File: config.mk
export PLATFORM = sky130hd
export DESIGN_NAME = spi_controller
export DESIGN_NICKNAME = d
export VERILOG_FILES = /design/src/rtl/spi_pkg.sv /design/src/rtl/sync_2ff.sv /design/src/rtl/spi_controller.sv
export SDC_FILE = /design/constraint.sdc
export NUM_CORES = 1
export LEC_CHECK = 0
export CORE_UTILIZATION = 40
export CTS_CLUSTER_DIAMETER = 100
export DETAILED_ROUTE_END_ITERATION = 8
export PLACE_DENSITY_LB_ADDON = 0.2
export SLEW_MARGIN = 20
export SYNTH_ARGS = -nofsm -noshare
export SYNTH_HDL_FRONTEND = slang
export SYNTH_SLANG_ARGS = --single-unit
export TNS_END_PERCENT = 10
File: constraint.sdc
create_clock -name clk -period 3.03 [get_ports clk]
set_input_delay 0.606 -clock clk [delete_from_list [all_inputs] [get_ports clk]]
set_output_delay 0.606 -clock clk [all_outputs]
set_load 0.02 [all_outputs]
File: src/rtl/spi_pkg.sv
// -----------------------------------------------------------------------------
// spi_pkg
// Shared definitions for the 16-bit SPI register-access link: frame geometry,
// controller state encoding, peripheral register map and a frame builder.
// No ports (package).
// -----------------------------------------------------------------------------
package spi_pkg;

   localparam int FRAME_W = 16;
   localparam int ADDR_W  = 7;
   localparam int DATA_W  = 8;
   localparam int RW_BIT  = 15;

   typedef enum logic [2:0] {
      ST_IDLE,
      ST_SETUP,
      ST_SHIFT,
      ST_HOLD,
      ST_GAP
   } spi_state_e;

   // Peripheral register map
   localparam logic [ADDR_W-1:0] ADDR_EN_REG_OUT_7_0   = 7'h00;
   localparam logic [ADDR_W-1:0] ADDR_EN_REG_OUT_15_8  = 7'h01;
   localparam logic [ADDR_W-1:0] ADDR_EN_REG_PWM_7_0   = 7'h02;
   localparam logic [ADDR_W-1:0] ADDR_EN_REG_PWM_15_8  = 7'h03;
   localparam logic [ADDR_W-1:0] ADDR_PWM_DUTY_CYCLE   = 7'h04;

   // Reads carry a zero data byte so the peripheral never sees stale write data.
   function automatic logic [FRAME_W-1:0] build_frame(
      input logic              wr,
      input logic [ADDR_W-1:0] addr,
      input logic [DATA_W-1:0] wdata
   );
      return {wr, addr, (wr ? wdata : {DATA_W{1'b0}})};
   endfunction

endpackage

File: src/rtl/sync_2ff.sv
// -----------------------------------------------------------------------------
// sync_2ff
// Two-flop synchronizer for a single asynchronous bit, reset to 0.
// Ports:
//   clk   - destination clock
//   rst_n - asynchronous active-low reset
//   d     - asynchronous input
//   q     - synchronized output (two clk cycles of latency)
// -----------------------------------------------------------------------------
module sync_2ff (
   input  logic clk,
   input  logic rst_n,
   input  logic d,
   output logic q
);

   logic meta_p0;

   always_ff @(posedge clk or negedge rst_n) begin
      if (!rst_n) begin
         meta_p0 <= 1'b0;
         q       <= 1'b0;
      end else begin
         meta_p0 <= d;
         q       <= meta_p0;
      end
   end

endmodule

File: src/rtl/spi_controller.sv
// -----------------------------------------------------------------------------
// spi_controller
// Mode-0 SPI initiator for 16-bit register-access frames
// ({R/W, addr[6:0], data[7:0]}, MSB first). One command per handshake.
// Ports:
//   clk, rst_n            - clock, asynchronous active-low reset
//   cmd_valid/cmd_ready   - command handshake (ready only when idle)
//   cmd_write             - 1 = write, 0 = read
//   cmd_addr, cmd_wdata   - register address / write data
//   rsp_valid, rsp_rdata  - one-cycle frame-end pulse, read data (0 for writes)
//   busy                  - high from handshake until ready returns
//   ncs, sclk, copi       - serial outputs, all registered
//   cipo                  - serial input, synchronized internally
// -----------------------------------------------------------------------------
module spi_controller
   import spi_pkg::*;
#(
   parameter int CLK_DIV  = 4,
   parameter int CS_SETUP = 2,
   parameter int CS_HOLD  = 2,
   parameter int CS_IDLE  = 2
) (
   input  logic              clk,
   input  logic              rst_n,
   input  logic              cmd_valid,
   output logic              cmd_ready,
   input  logic              cmd_write,
   input  logic [ADDR_W-1:0] cmd_addr,
   input  logic [DATA_W-1:0] cmd_wdata,
   output logic              rsp_valid,
   output logic [DATA_W-1:0] rsp_rdata,
   output logic              busy,
   output logic              ncs,
   output logic              sclk,
   output logic              copi,
   input  logic              cipo
);

   localparam logic [15:0] HALF_LAST  = 16'(CLK_DIV - 1);
   localparam logic [15:0] PER_LAST   = 16'(2 * CLK_DIV - 1);
   localparam logic [15:0] SETUP_LAST = 16'(CS_SETUP - 1);
   localparam logic [15:0] HOLD_LAST  = 16'(CS_HOLD - 1);
   localparam logic [15:0] IDLE_LAST  = 16'(CS_IDLE - 1);

   spi_state_e         state;
   logic [15:0]        cnt;
   logic [3:0]         bit_cnt;
   logic [FRAME_W-1:0] tx_sr;
   logic [DATA_W-1:0]  rx_sr;
   logic               is_write;
   logic               cipo_s;
   logic [FRAME_W-1:0] cmd_frame;

   assign cmd_frame = build_frame(cmd_write, cmd_addr, cmd_wdata);

   sync_2ff u_cipo_sync (
      .clk   (clk),
      .rst_n (rst_n),
      .d     (cipo),
      .q     (cipo_s)
   );

   always_ff @(posedge clk or negedge rst_n) begin
      if (!rst_n) begin
         state     <= ST_IDLE;
         cnt       <= '0;
         bit_cnt   <= '0;
         tx_sr     <= '0;
         rx_sr     <= '0;
         is_write  <= 1'b0;
         ncs       <= 1'b1;
         sclk      <= 1'b0;
         copi      <= 1'b0;
         cmd_ready <= 1'b1;
         busy      <= 1'b0;
         rsp_valid <= 1'b0;
         rsp_rdata <= '0;
      end else begin
         rsp_valid <= 1'b0;
         case (state)
            ST_IDLE: begin
               // cmd_ready is high in this state, so cmd_valid alone is a handshake.
               if (cmd_valid) begin
                  tx_sr     <= cmd_frame;
                  is_write  <= cmd_write;
                  rx_sr     <= '0;
                  copi      <= cmd_frame[RW_BIT];
                  ncs       <= 1'b0;
                  cmd_ready <= 1'b0;
                  busy      <= 1'b1;
                  cnt       <= '0;
                  state     <= ST_SETUP;
               end
            end
            ST_SETUP: begin
               if (cnt == SETUP_LAST) begin
                  cnt     <= '0;
                  bit_cnt <= 4'd15;
                  sclk    <= 1'b1;
                  state   <= ST_SHIFT;
               end else begin
                  cnt <= cnt + 16'd1;
               end
            end
            ST_SHIFT: begin
               // cnt runs over one full bit period; high half comes first.
               cnt <= cnt + 16'd1;
               if (cnt == HALF_LAST) begin
                  sclk <= 1'b0;
                  // Last cycle of the high half: synchronizer output is settled.
                  if (bit_cnt < 4'd8) begin
                     rx_sr <= {rx_sr[DATA_W-2:0], cipo_s};
                  end
                  // Bit 0 stays on copi through the final low half.
                  if (bit_cnt != 4'd0) begin
                     tx_sr <= {tx_sr[FRAME_W-2:0], 1'b0};
                     copi  <= tx_sr[FRAME_W-2];
                  end
               end
               if (cnt == PER_LAST) begin
                  cnt <= '0;
                  if (bit_cnt == 4'd0) begin
                     state <= ST_HOLD;
                  end else begin
                     bit_cnt <= bit_cnt - 4'd1;
                     sclk    <= 1'b1;
                  end
               end
            end
            ST_HOLD: begin
               if (cnt == HOLD_LAST) begin
                  cnt       <= '0;
                  ncs       <= 1'b1;
                  copi      <= 1'b0;
                  rsp_valid <= 1'b1;
                  rsp_rdata <= is_write ? '0 : rx_sr;
                  state     <= ST_GAP;
               end else begin
                  cnt <= cnt + 16'd1;
               end
            end
            ST_GAP: begin
               if (cnt == IDLE_LAST) begin
                  cnt       <= '0;
                  cmd_ready <= 1'b1;
                  busy      <= 1'b0;
                  state     <= ST_IDLE;
               end else begin
                  cnt <= cnt + 16'd1;
               end
            end
            default: state <= ST_IDLE;
         endcase
      end
   end

endmodule

==> reports/results.ini <==
[run_status]
status = finished, final reports clean

[sta]
finalHoldViolations = 0
final.min_clock_period_ns = 2.68
tightest_slew_ns = 0.685
fin_ws_ns = 0.348
holdWs_ns = 0.273
final_max_slew_viol_count = 0
finClkSkew_ns = 0.0144
setup_viol = 0
rsz0062_at_grt = no
fmax_mhz = 373
relSlewSlack_pct = 54.0
setup_tns_ns = 0
fin_crit_sh_pct = 88.5

[clocking]
clk_latency_ns = 0.34
cts.sinks = 63
ctsLongestPathBuffers = 2
ctsHoldBuffers = 0
root_buffer = clkbuf_8
cts_tree = done
numCtsBuffers = 9
post-cts-setup-buffers = 0
cts_resized = 0
cts.clk_slew.worst_paths_ns = 0.07
htreeDepth = 3

[setup_path]
rr_endpoint = rx_sr[3]
ff2ff_setup_slack_ns = 0.35
crit_fanout = 9
path_class = reg -> reg
setup.worst_path.start_class = flop
worst_setup_path_end_kind = flop
crit_start = cnt[0]
cp.arrival_ns = 2.91
r2r-start = cnt[0]
required_ns = 3.25
reg2reg_depth = 6

[synth]
synth_area_leaders = dfrtp_1 48%, mux2_2 7.7%, a21oi_1 3.4%
ys_ff_latch = 63
syn_area_sq_um = 3210
synthesis.nets = 336
synth_area_per_cell_sq_um = 10.3
ys_warn_count = 0
synth_cell_types = 49
ys_seq_area_share_pct = 49.3
yosys_most_used_dff = dfrtp_1
synth_cells = 312
synth_top_area_share_pct = 47.6
synth_edf_count = 0
async_flop_share_pct = 100
synth_area_leader_cell = dfrtp_1

[route]
routed.top_layer = met4
drt-total-wl_um = 6650
drcViolationCount = 0
met1_length_um = 3340
drt_iter0_drc = 130
wl_met3_um = 194
firstDrtPassIters = 4
ant_nets = 0
wl_met2_um = 3030
routed_via_density = 5.47
vias = 2489
detail_route.wl_per_cell_um = 14.6

[placed_design]
dp_hpwl_um = 4500
portBuffers = 33
post-place-ws_ns = 0.361
place_inst = 439
gp_congestion = 0.778
placed_cell_area_sq_um = 3660

[cells_and_area]
final_cell_mix = 61 x dfrtp_1, 32 x clkdlybuf4s50_1, 26 x nand2_1
diodes = 0
drive_gt1_share_pct = 17.0
final_util_pct = 49.9
final_common_cell = dfrtp_1
fillers = 708
multi_input_area_sq_um = 1510
seqCellArea_sq_um = 1580
layout.nets = 372
stdcell_area_sq_um = 3860
instances_no_fill = 455
area_delta_synth_final_pct = 20.4

[power]
p_total_mw = 1.62
p_sw_mw = 0.365
power.share.switching_pct = 22.5
p_per_area_nw_per_um2 = 420
p_clk_share_pct = 44.3
power.share.sequential_pct = 52.0
comb_power_share_pct = 3.7
cellLeakagePower_nw = 1.66
internal_power_mw = 1.26
peakVddDrop_mv = 0.198

[global_route]
antenna_found_initial = 0
grt_usage_pct = 17.5
grt_remaining_overflow = 0
grt_start_max_net_pins = 64
grt_pass1_wl_um = 11700
grt_pass1_vias = 2440

[floorplanning]
die_y_um = 91.5
num_io_pins = 34
die-area_sq_um = 8380
fp.coreArea_sq_um = 7730
die_w_um = 91.5
start_util_pct = 41.5
rows = 32

[run]
drv_cap = 0

[min_path]
hp-class = in -> async

-- synthesized netlist by cell type, drive strengths merged (4+ instances only) --
master and number:
dfrtp 61, nand2 26, a21oi 22, mux2 22, o21ai 22, a31oi 13, nor2 13, nand4 12
inv 11, clkbuf 10, nand2b 9, nand3 9, a21bo 8, a22o 8, buf 7, or3 6
nor2b 5, nor3 5, and3 4, ha 4
-- logic make-up (layout without fill, tap and decap cells) --
kind of cell             after synthesis  count (layout)  synth area share [%]
flip-flops                            63              63                  49.3
adder cells (fa/ha/maj)                4               4                  1.56
AO/OA/AOI/OAI                         87              87                  18.0
AND/OR/NAND/NOR                      106             106                  19.2
XOR/XNOR                               1               1                 0.273
multiplexers                          23              23                  8.04
buffers and inverters                 28              69                  3.67
-- cell type report --
| class | instances | share of cell area, % |
|---|---|---|
| clock buffer | 9 | 3.21 |
| clock inverter | 7 | 1.88 |
| inverter | 11 | 1.07 |
| multi-input combinational | 221 | 39.1 |
| sequential | 63 | 40.9 |
| tap | 102 | 3.31 |
| timing repair buffer | 42 | 10.5 |
-- flip-flops by register name (all words and copies together) (netlist names) --
| name | cells |
|---|---|
| bit_cnt | 4 |
| rsp_rdata | 8 |
| is_write | 1 |
| cmd_ready | 1 |
| state | 3 |
| copi | 1 |
| rx_sr | 8 |
| tx_sr | 15 |
| u_cipo_sync.meta_p0 | 1 |
| sclk | 1 |
| rsp_valid | 1 |
| cnt | 16 |
| u_cipo_sync.q | 1 |
| ncs | 1 |
| busy | 1 |
-- metal layers --
| layer | GRT usage [%] | vias up |
|---|---|---|
| li1 | - | 1231 |
| met1 | 25.1 | 1210 |
| met2 | 26.4 | 40 |
| met3 | 3.02 | 8 |
| met4 | 6.75 | 0 |
| met5 | 0 | - |
-- worst max path at each step --
| stage | endpoint | slack, ns | cells after the start |
|---|---|---|---|
| 2_1_floorplan | rx_sr[0] | 0.56 | 6 |
| 3_5_place_dp | rx_sr[0] | 0.36 | 6 |
| 5_1_grt | rx_sr[4] | 0.18 | 6 |
| 3_3_place_gp | rx_sr[0] | 0.42 | 6 |
| 6_report | rx_sr[3] | 0.35 | 6 |
| 4_1_cts | rx_sr[4] | 0.35 | 6 |
-- critical path, stage by stage (launching register included) --
cell	delay [ns]
dfrtp_1	0.47
ha_1	0.26
or4b_2	0.61
or4_4	0.47
nor3b_4	0.40
o21ai_4	0.14
a21bo_1	0.21
-- power by group through the flow --
stage / Clock (mW) / Sequential, mW / Combinational (mW)
detailed placement: 0 / 0.859 / 0.0630
finish: 0.717 / 0.842 / 0.0606
floorplan: 0 / 0.859 / 0.0136
global placement: 0 / 0.858 / 0.0625
global route: 0.778 / 0.842 / 0.0679
CTS: 0.744 / 0.842 / 0.0633
No activity file was read; power rests on OpenSTA's default activity.
==> RTL edit (same flow settings) <==
Encoding of `spi_state_e`: now one-hot (5 bits for 5 states).
--- a/src/rtl/spi_pkg.sv
+++ b/src/rtl/spi_pkg.sv
@@ -12,10 +12,10 @@
    localparam int RW_BIT  = 15;
 
-   typedef enum logic [2:0] {
-      ST_IDLE,
-      ST_SETUP,
-      ST_SHIFT,
-      ST_HOLD,
-      ST_GAP
+   typedef enum logic [4:0] {
+      ST_IDLE  = 5'b00001,
+      ST_SETUP = 5'b00010,
+      ST_SHIFT = 5'b00100,
+      ST_HOLD  = 5'b01000,
+      ST_GAP   = 5'b10000
    } spi_state_e;
 
Function: no difference found for any inputs over 10 cycles, from zero or initial values and one cycle with rst_n low; not proved beyond that.
==> RTL edit against the unedited design <==
- area after synthesis increased by 3.6%
- routed wire length increased by 4.4%
- sequential cell count increased by 2
- design area increased by 1.1%
- worst setup slack improved by 0.48 ns
- global-route usage increased by 0.27 points
- highest routed layer unchanged
Power is not compared: it rests on default switching activity, and its combinational part moved more than twofold at a synthesized area within 25%.
==> RTL edit: results (changes against the unedited design) <==
[placement]
dp_cells=475  ; +8.2%
place_congestion=0.774  ; -0.63%
dp_hpwl_mm=4.75  ; +5.6%
dpl_worst_slack_ns=0.727  ; +0.366 ns

[detailed_routing]
drt_iter0_markers=122  ; -6.2%
avgViaCountPerCell=5.41  ; -1.2%
wl_met1_mm=3.35  ; +0.27%
top_layer=met4
wire_per_inst_um=14.1  ; -3.3%
met3_wirelength_um=254  ; +31%
wl_met2_mm=3.25  ; +7.2%

[cts]
cts_buffers=9  ; unchanged
root_buffer=clkbuf_8
htreeDepth=3  ; unchanged

[finish]
layout-drive-gt1-share_pct=11.6  ; -5.4 points
nNetsFinal=407  ; +9.4%
stdcell_count=491  ; +7.9%

[logic_synthesis]
yosys-top-cells-count=dfrtp_1 (62), nand2_1 (49), a31oi_1 (25), nor2_1 (25), nand3_1 (23)
syn-num-nets=376  ; +12%
netlist-cell-type-count=59  ; +20%
synth_area_leaders=dfrtp_1 (47%), nand2_1 (5.5%), a31oi_1 (4.7%), nand3_1 (3.5%), nor2_1 (2.8%)
postSynthCellCount=353  ; +13%
yosysSeqAreaShare_pct=49.1  ; -0.14 points
synth-edff-count=0  ; unchanged

[global_routing]
antenna_found_initial=0  ; unchanged
grt_pass1_wl_mm=12.0  ; +3.1%
grt.met2_usage_pct=28.4  ; +2.1 points
grtUsageMet1_pct=23.2  ; -1.9 points
grt_pass1_vias=2564  ; +5.1%
grt_usage_pct=17.8  ; +0.27 points
grt_max_degree=31  ; -52%
use_met3_pct=5.12  ; +2.1 points

[sta]
relSlewSlack_pct=55.9  ; +1.9 points
skew_ns=0.0115  ; -0.00292 ns

[run_status]
outcome=complete, no violations

[setup_path]
cpPeakStageDelay_ns=0.45  ; -0.16 ns
cp_max_fo=30  ; +21
arrival_ns=2.46  ; -0.45 ns
crit_path_top_delay_cell=dfrtp_1

[power]
ir_drop_mv=0.398

-- RTL edit: per-stage QoR --
stage / area, sq um / util, %
global route: 3900 / 49.5
CTS: 3900 / 49.5
detailed placement: 3720 / 47.2
floorplan: 3320 / -
global placement: 3720 / 47.2
finish: 3900 / 49.5
-- RTL edit: kinds of logic (layout without fill, tap and decap cells) --
group	Yosys count	after routing	share of synthesized area, %
flops	65	65	49.1
compound gates	93	93	19.4
xor+xnor	2	2	0.528
mux	5	5	1.58
fa+ha+maj	3	3	1.13
simple gates	145	145	22.4
buf+inv	40	76	5.77
-- RTL edit: power breakdown --
part           total, uW  internal, uW  switching (uW)
combinational       1100           451             651
sequential          1340          1090             246
clock                667           302             366
-- RTL edit: final timing paths --
check / start / slack (ns) / to / depth (start not counted)
setup reg to reg: cnt[0]$_DFFE_PN0P_ / 0.83 / tx_sr[8]$_DFFE_PN0P_ / 7
setup / recovery: cnt[0]$_DFFE_PN0P_ / 0.83 / tx_sr[8]$_DFFE_PN0P_ / 7
min in group clk: u_cipo_sync.meta_p0$_DFF_PN0_ / 0.34 / u_cipo_sync.q$_DFF_PN0_ / 0
hold / removal: rst_n / 0.20 / rsp_rdata[0]$_DFFE_PN0P_ / 1
max in group asynchronous: rst_n / 2.10 / state[0]$_DFFE_PN1P_ / 2
hold reg to reg: u_cipo_sync.meta_p0$_DFF_PN0_ / 0.34 / u_cipo_sync.q$_DFF_PN0_ / 0
-- RTL edit: cell type report --
type | instances | area [sq um]
Clock inverter | 7 | 53.8
Inverter | 18 | 67.6
Sequential cell | 65 | 1630
Multi-Input combinational cell | 248 | 1510
Clock buffer | 9 | 124
Tap cell | 102 | 128
Fill cell | 772 | 3990
Timing Repair Buffer | 42 | 393
